## src/rtl/imem_loader_pkg.sv

```systemverilog
// imem_loader_pkg: shared widths, state encoding and state-decode helpers for
// the instruction-memory boot loader. Optional feature macro used by the top:
// IMEM_LOADER_CHECKSUM_EN.
package imem_loader_pkg;

   localparam int LEN_W  = 16;   // width of the image word-count header
   localparam int BYTE_W = 8;    // stream byte width
   localparam int WORD_W = 32;   // IMEM word width

   typedef enum logic [2:0] {
      IDLE = 3'd0,
      LEN0 = 3'd1,
      LEN1 = 3'd2,
      DATA = 3'd3,
      CSUM = 3'd4,
      DONE = 3'd5,
      ERR  = 3'd6
   } state_e;

   // True for every state in which a load is in progress.
   function automatic logic is_busy_state(input state_e st);
      logic busy_v;
      case (st)
         LEN0, LEN1, DATA, CSUM: busy_v = 1'b1;
         default:                busy_v = 1'b0;
      endcase
      return busy_v;
   endfunction

   // True for the states in which a start pulse begins a new load.
   function automatic logic accepts_start(input state_e st);
      logic ok_v;
      case (st)
         IDLE, DONE, ERR: ok_v = 1'b1;
         default:         ok_v = 1'b0;
      endcase
      return ok_v;
   endfunction

endpackage

```

## src/rtl/imem_word_packer.sv

```systemverilog
// imem_word_packer: assembles a little-endian byte stream into 32-bit words.
// The first three bytes of a word are held in acc_r; on the fourth byte the
// completed word is presented combinationally together with a one-cycle
// word_valid pulse, so the caller can register it in the same edge.
module imem_word_packer
   import imem_loader_pkg::*;
(
   input  logic              clk,
   input  logic              rst_n,
   input  logic              clear,
   input  logic              byte_valid,
   input  logic [BYTE_W-1:0] byte_data,
   output logic              word_valid,
   output logic [WORD_W-1:0] word
);

   logic [1:0]               byte_cnt_r;
   logic [WORD_W-BYTE_W-1:0] acc_r;

   // Byte-lane counter and storage of the three low bytes of the current word
   always_ff @(posedge clk or negedge rst_n) begin
      if (!rst_n) begin
         byte_cnt_r <= 2'd0;
         acc_r      <= 24'h00_0000;
      end else if (clear) begin
         byte_cnt_r <= 2'd0;
         acc_r      <= 24'h00_0000;
      end else if (byte_valid) begin
         case (byte_cnt_r)
            2'd0:    acc_r[7:0]   <= byte_data;
            2'd1:    acc_r[15:8]  <= byte_data;
            2'd2:    acc_r[23:16] <= byte_data;
            default: acc_r        <= acc_r;
         endcase
         // lane 3 rolls over to lane 0: the word is complete
         byte_cnt_r <= byte_cnt_r + 2'd1;
      end else begin
         byte_cnt_r <= byte_cnt_r;
         acc_r      <= acc_r;
      end
   end

   // Present the completed word while its top byte is on the input
   always_comb begin
      word_valid = byte_valid && !clear && (byte_cnt_r == 2'd3);
      word       = {byte_data, acc_r};
   end

endmodule

```

## src/rtl/imem_loader.sv

```systemverilog
// imem_loader: boot-time instruction-memory programmer.
// Accepts a byte stream made of a 16-bit little-endian word count N followed by
// N little-endian 32-bit words, writes them to IMEM from BASE_ADDR upward and
// holds the core in reset until the whole image is in place.
// Optional feature: define IMEM_LOADER_CHECKSUM_EN to require a trailing
// 32-bit word equal to the XOR of all payload words before DONE is reached.
module imem_loader
   import imem_loader_pkg::*;
#(
   parameter logic [31:0] BASE_ADDR = 32'h0000_1000,
   parameter int          DEPTH     = 64
) (
   input  logic        clk,
   input  logic        rst_n,
   input  logic        start,
   input  logic        s_valid,
   input  logic [7:0]  s_data,
   output logic        s_ready,
   output logic        imem_we,
   output logic [31:0] imem_addr,
   output logic [31:0] imem_wdata,
   output logic        cpu_rst_n,
   output logic        busy,
   output logic        done,
   output logic        error
);

   localparam int CNT_W = $clog2(DEPTH + 1);

`ifdef IMEM_LOADER_CHECKSUM_EN
   localparam state_e POST_DATA = CSUM;
`else
   localparam state_e POST_DATA = DONE;
`endif

   state_e              state_r;
   state_e              next_state_s;

   logic [BYTE_W-1:0]   len_lo_r;
   logic [LEN_W-1:0]    len_s;
   logic                len_ok_s;
   logic [CNT_W-1:0]    word_cnt_r;

   logic                accept_s;
   logic                start_ok_s;
   logic                pk_in_s;
   logic                pk_valid_s;
   logic [WORD_W-1:0]   pk_word_s;
   logic                last_byte_s;
   logic                last_write_s;
   logic                ready_next_s;
   logic                csum_match_s;

   logic                s_ready_r;
   logic                imem_we_r;
   logic [31:0]         imem_addr_r;
   logic [31:0]         imem_wdata_r;
   logic                cpu_rst_n_r;
   logic                busy_r;
   logic                done_r;
   logic                error_r;

   // The packer restarts at lane 0 whenever a new load begins.
   imem_word_packer u_packer (
      .clk        (clk),
      .rst_n      (rst_n),
      .clear      (start_ok_s),
      .byte_valid (pk_in_s),
      .byte_data  (s_data),
      .word_valid (pk_valid_s),
      .word       (pk_word_s)
   );

   // Handshake, header and word-count qualifiers
   always_comb begin
      accept_s     = s_valid && s_ready_r;
      start_ok_s   = start && accepts_start(state_r);
      len_s        = {s_data, len_lo_r};
      len_ok_s     = (len_s <= LEN_W'(DEPTH));
      pk_in_s      = accept_s && ((state_r == DATA) || (state_r == CSUM));
      // the 4th byte of the final word: stop taking bytes during its write cycle
      last_byte_s  = (state_r == DATA) && pk_valid_s && (word_cnt_r == CNT_W'(1));
      last_write_s = imem_we_r && (word_cnt_r == CNT_W'(1));
   end

`ifdef IMEM_LOADER_CHECKSUM_EN
   logic [WORD_W-1:0] csum_r;

   // Running XOR of every payload word of the current load
   always_ff @(posedge clk or negedge rst_n) begin
      if (!rst_n) begin
         csum_r <= 32'h0000_0000;
      end else if (start_ok_s) begin
         csum_r <= 32'h0000_0000;
      end else if ((state_r == DATA) && pk_valid_s) begin
         csum_r <= csum_r ^ pk_word_s;
      end else begin
         csum_r <= csum_r;
      end
   end

   // Trailing checksum word compared against the running XOR
   always_comb begin
      csum_match_s = (pk_word_s == csum_r);
   end
`else
   // No checksum stage in this build
   always_comb begin
      csum_match_s = 1'b0;
   end
`endif

   // FSM state register
   always_ff @(posedge clk or negedge rst_n) begin
      if (!rst_n) begin
         state_r <= IDLE;
      end else begin
         state_r <= next_state_s;
      end
   end

   // FSM next-state logic
   always_comb begin
      next_state_s = state_r;
      case (state_r)
         IDLE, DONE, ERR: begin
            if (start_ok_s) begin
               next_state_s = LEN0;
            end else begin
               next_state_s = state_r;
            end
         end
         LEN0: begin
            if (accept_s) begin
               next_state_s = LEN1;
            end else begin
               next_state_s = LEN0;
            end
         end
         LEN1: begin
            if (!accept_s) begin
               next_state_s = LEN1;
            end else if (len_s == {LEN_W{1'b0}}) begin
               next_state_s = POST_DATA;
            end else if (!len_ok_s) begin
               next_state_s = ERR;
            end else begin
               next_state_s = DATA;
            end
         end
         DATA: begin
            if (last_write_s) begin
               next_state_s = POST_DATA;
            end else begin
               next_state_s = DATA;
            end
         end
         CSUM: begin
`ifdef IMEM_LOADER_CHECKSUM_EN
            if (!pk_valid_s) begin
               next_state_s = CSUM;
            end else if (csum_match_s) begin
               next_state_s = DONE;
            end else begin
               next_state_s = ERR;
            end
`else
            // unreachable without the checksum stage; fail safe
            next_state_s = ERR;
`endif
         end
         default: next_state_s = IDLE;
      endcase
   end

   // Low header byte capture
   always_ff @(posedge clk or negedge rst_n) begin
      if (!rst_n) begin
         len_lo_r <= 8'h00;
      end else if ((state_r == LEN0) && accept_s) begin
         len_lo_r <= s_data;
      end else begin
         len_lo_r <= len_lo_r;
      end
   end

   // Remaining-word counter: loaded from the header, decremented per write
   always_ff @(posedge clk or negedge rst_n) begin
      if (!rst_n) begin
         word_cnt_r <= {CNT_W{1'b0}};
      end else if ((state_r == LEN1) && accept_s && len_ok_s) begin
         word_cnt_r <= len_s[CNT_W-1:0];
      end else if (imem_we_r) begin
         word_cnt_r <= word_cnt_r - CNT_W'(1);
      end else begin
         word_cnt_r <= word_cnt_r;
      end
   end

   // IMEM write port: strobe, data and post-incremented word address
   always_ff @(posedge clk or negedge rst_n) begin
      if (!rst_n) begin
         imem_we_r    <= 1'b0;
         imem_addr_r  <= BASE_ADDR;
         imem_wdata_r <= 32'h0000_0000;
      end else begin
         imem_we_r <= (state_r == DATA) && pk_valid_s;
         if ((state_r == DATA) && pk_valid_s) begin
            imem_wdata_r <= pk_word_s;
         end else begin
            imem_wdata_r <= imem_wdata_r;
         end
         if (start_ok_s) begin
            imem_addr_r <= BASE_ADDR;
         end else if (imem_we_r) begin
            imem_addr_r <= imem_addr_r + 32'd4;
         end else begin
            imem_addr_r <= imem_addr_r;
         end
      end
   end

   // Stream-ready decode for the coming cycle
   always_comb begin
      ready_next_s = is_busy_state(next_state_s) && !last_byte_s;
   end

   // Status and control outputs registered from the next state
   always_ff @(posedge clk or negedge rst_n) begin
      if (!rst_n) begin
         s_ready_r   <= 1'b0;
         cpu_rst_n_r <= 1'b0;
         busy_r      <= 1'b0;
         done_r      <= 1'b0;
         error_r     <= 1'b0;
      end else begin
         s_ready_r   <= ready_next_s;
         cpu_rst_n_r <= (next_state_s == DONE);
         busy_r      <= is_busy_state(next_state_s);
         done_r      <= (next_state_s == DONE);
         error_r     <= (next_state_s == ERR);
      end
   end

   assign s_ready    = s_ready_r;
   assign imem_we    = imem_we_r;
   assign imem_addr  = imem_addr_r;
   assign imem_wdata = imem_wdata_r;
   assign cpu_rst_n  = cpu_rst_n_r;
   assign busy       = busy_r;
   assign done       = done_r;
   assign error      = error_r;

endmodule

```

## config.mk

```make
export PLATFORM = sky130hd
export DESIGN_NAME = imem_loader
export DESIGN_NICKNAME = d
export VERILOG_FILES = /design/src/rtl/imem_loader_pkg.sv /design/src/rtl/imem_word_packer.sv /design/src/rtl/imem_loader.sv
export SDC_FILE = /design/constraint.sdc
export NUM_CORES = 1
export LEC_CHECK = 0
export ABC_AREA = 1
export BUFFER_PORTS_ARGS = -buffer_cell sky130_fd_sc_hd__buf_2
export CAP_MARGIN = 20
export CORE_ASPECT_RATIO = 0.6
export CORE_UTILIZATION = 50
export CTS_BUF_LIST = sky130_fd_sc_hd__clkbuf_4
export DETAILED_ROUTE_END_ITERATION = 10
export GPL_TIMING_DRIVEN = 1
export PLACE_DENSITY = 0.74
export RECOVER_POWER = 50
export SLEW_MARGIN = 10
export SYNTH_ARGS = -nofsm -noshare
export SYNTH_HDL_FRONTEND = slang
export SYNTH_HIERARCHICAL = 1
export SYNTH_SLANG_ARGS = --single-unit
```

## constraint.sdc

```tcl
create_clock -name clk -period 1.94 [get_ports clk]
set_input_delay 0.291 -clock clk [delete_from_list [all_inputs] [get_ports clk]]
set_output_delay 0.291 -clock clk [all_outputs]
set_load 0.01 [all_outputs]
```

==> reports/results.ini <==
[run_status]
status = completed

[sta]
rsz0062_at_grt = yes
tightestPinTransition_ns = 0.8492
finalWorstSetupSlack_ns = 0.1152
hold_viol = 0
setup_viol = 0
clock_skew_ns = 0.01398
whs_ns = 0.06700
fin_crit_ns = 1.825
max_freq_mhz = 548.0
max-slew-margin-rel_pct = 43.39
period_share_pct = 94.06
finalMaxSlewViolations = 0

[clock_tree]
numCtsBuffers = 9
clk_pin_slew_ns = 0.17
cts-htree-levels = 3
cts.sinks = 111
cts_tree = built
cts_setup_buffers = 0
root_buffer = clkbuf_4
insertion_delay_ns = 0.47
clockBufferDepth = 2

[yosys]
ys_async_sr_fraction_pct = 100.0
syn_area_per_cell_um2 = 7.959
synth_fa_ha_area_share_pct = 1.535
ys_seq_area_share_pct = 48.70
synth_xor_area_share_pct = 0.7674
synth_top_area_share_pct = 48.24
synth_warnings = 6
synth_edf_count = 0
yosys.area.top_type = dfrtp_1
ys_seq_elements = 111
synth_mux_area_share_pct = 0.3947
synth_compound_area_share_pct = 3.968
ys_top_cells_by_area = dfrtp_1 (48%), nand2_1 (16%), nand3_1 (5.3%)
synth_common_cells = nand2_1 (249), dfrtp_1 (110), inv_1 (75)
syn_area_um2 = 5707
synth-simple-area-share_pct = 34.97
synth.distinct_cells = 42
synth.most_common_cell = nand2_1
synth_top_family_by_area = simple AND/OR/NAND/NOR gates
synth_ff_type = dfrtp_1
synthCells = 717

[final_layout]
final_nets = 815
num-fill-cells = 995
layout-area-overhead-vs-synth_pct = 10.96
multi_input_area_um2 = 2384
layout-drive-gt1-share_pct = 16.48
diodes = 0
regArea_um2 = 2779

[placed_design]
dp_hpwl_um = 9985
gp_congestion = 0.9298
port_buffers = 79
pre_cts_slack_ns = 0.07489

[global_route]
grt_antenna_before_repair = 0
grt_usage_pct = 23.85
gr-total-overflow = 0
grt_pass1_vias = 4431
grt_max_degree = 58
grt_pass1_wl_um = 22240

[power]
p_total_uw = 5534
peakVddDrop_uv = 639.9
p_leak_uw = 0.003544
powerDensity_nw_per_um2 = 873.9

[routing]
drc_errors = 0
wl_per_cell_um = 14.12
ant_nets = 0
dr.pass1.iters = 5
num_vias = 4953
drt_wl_total_um = 13280
drtIter0Drc = 456
viasPerCell = 5.269

[floorplanning]
coreArea_um2 = 10850
rows = 29
die_w_um = 139.9
initial_core_util_pct = 52.60
dieArea_um2 = 11860
pin_count = 82
dieHeight_um = 84.76

[setup_path]
critPathKind = flop to flop
critical_path_arrival_ns = 2.19
endpoint_kind = flop
r2r_cells = 8
r2r_slack_ns = 0.12
cp_max_fo = 5
startpoint_type = flop
required_ns = 2.30

[min_path]
hold_path_depth = 3
hp-class = input port to flop

[job]
drv_cap = 0

layout by cell type (no fill, tap or decap), drive strengths merged, types with 3 or more instances in the layout:
master,instances
clkbuf,35
nand3,71
xnor2,3
buf,67
or2,3
o21ai,18
a21oi,16
clkinv,7
inv,85
o211ai,5
nor2,75
and3,4
nor3,9
nand2,257
dfrtp,110
ha,7
nand4,15
stage by stage:
stage	utilization, %	area [µm²]	cells	TNS, ns
after floorplan	-	5710	718	-0.4467
after global routing	58.37	6332	940	-0.01494
after global placement	57.20	6206	923	0
final	58.37	6332	940	0
after CTS	58.62	6360	940	0
after detailed placement	57.20	6206	923	0
power breakdown:
part / internal [µW] / switching (µW)
sequential: 2620 / 231
clock: 304 / 832
combinational: 487 / 1060
layer usage:
metal / GRT usage [%] / wire length, µm / vias up / part of all wire (%)
met4: 4.396 / 78 / 0 / 0.59
met2: 33.73 / 5647 / 197 / 43
met3: 4.450 / 1034 / 9 / 7.8
met5: 0 / 0 / - / 0
met1: 37.87 / 6514 / 2340 / 49
li1: - / - / 2407 / -
worst paths after layout:
| kind | start | endpoint |
|---|---|---|
| setup reg to reg | state_r[1] | s_ready |
| min in group asynchronous | rst_n | imem_addr[8] |
| setup / recovery | state_r[1] | s_ready |
| hold / removal | s_data[3] | imem_wdata[27] |
| hold reg to reg | u_packer/acc_r[13] | imem_wdata[13] |
| max in group asynchronous | rst_n | imem_addr[12] |
critical path, cell delays in order (launching register included):
cell     delay (ns)
dfrtp_1        0.44
nand2_1        0.12
nor2_2         0.17
inv_1          0.06
a21oi_1        0.21
and3_1         0.19
nand2_1        0.13
nor3_1         0.30
nor2_1         0.10
timing repair:
| action | in CTS | in global routing |
|---|---|---|
| endpoints found under the setup margin | 0 | 32 |
| hold endpoints to repair | 29 | 0 |
| hold buffers | 1 | 0 |
| resized for setup | 0 | 3 |
layout make-up:
cell class	instances	area share, %
Clock buffer	9	1.067
Clock inverter	7	1.205
Inverter	85	5.394
Multi-Input combinational cell	495	37.64
Sequential cell	111	43.88
Tap cell	139	2.746
Timing Repair Buffer	94	8.062
state kept, by name, summed over array words and instances, names as in the netlist:
name,flops
s_ready,1
busy,1
u_packer/byte_cnt_r,2
u_packer/acc_r,24
imem_addr,30
imem_we,1
state_r,3
imem_wdata,32
error,1
len_lo_r,8
done,1
word_cnt_r,7
logic make-up after synthesis:
| group | Yosys count |
|---|---|
| buffers and inverters | 112 |
| adder cells (fa/ha/maj) | 7 |
| multiplexers | 2 |
| AO/OA/AOI/OAI | 41 |
| AND/OR/NAND/NOR | 438 |
| flip-flops | 111 |
| other | 1 |
| XOR/XNOR | 5 |
No activity file was read; power rests on OpenSTA's default activity.
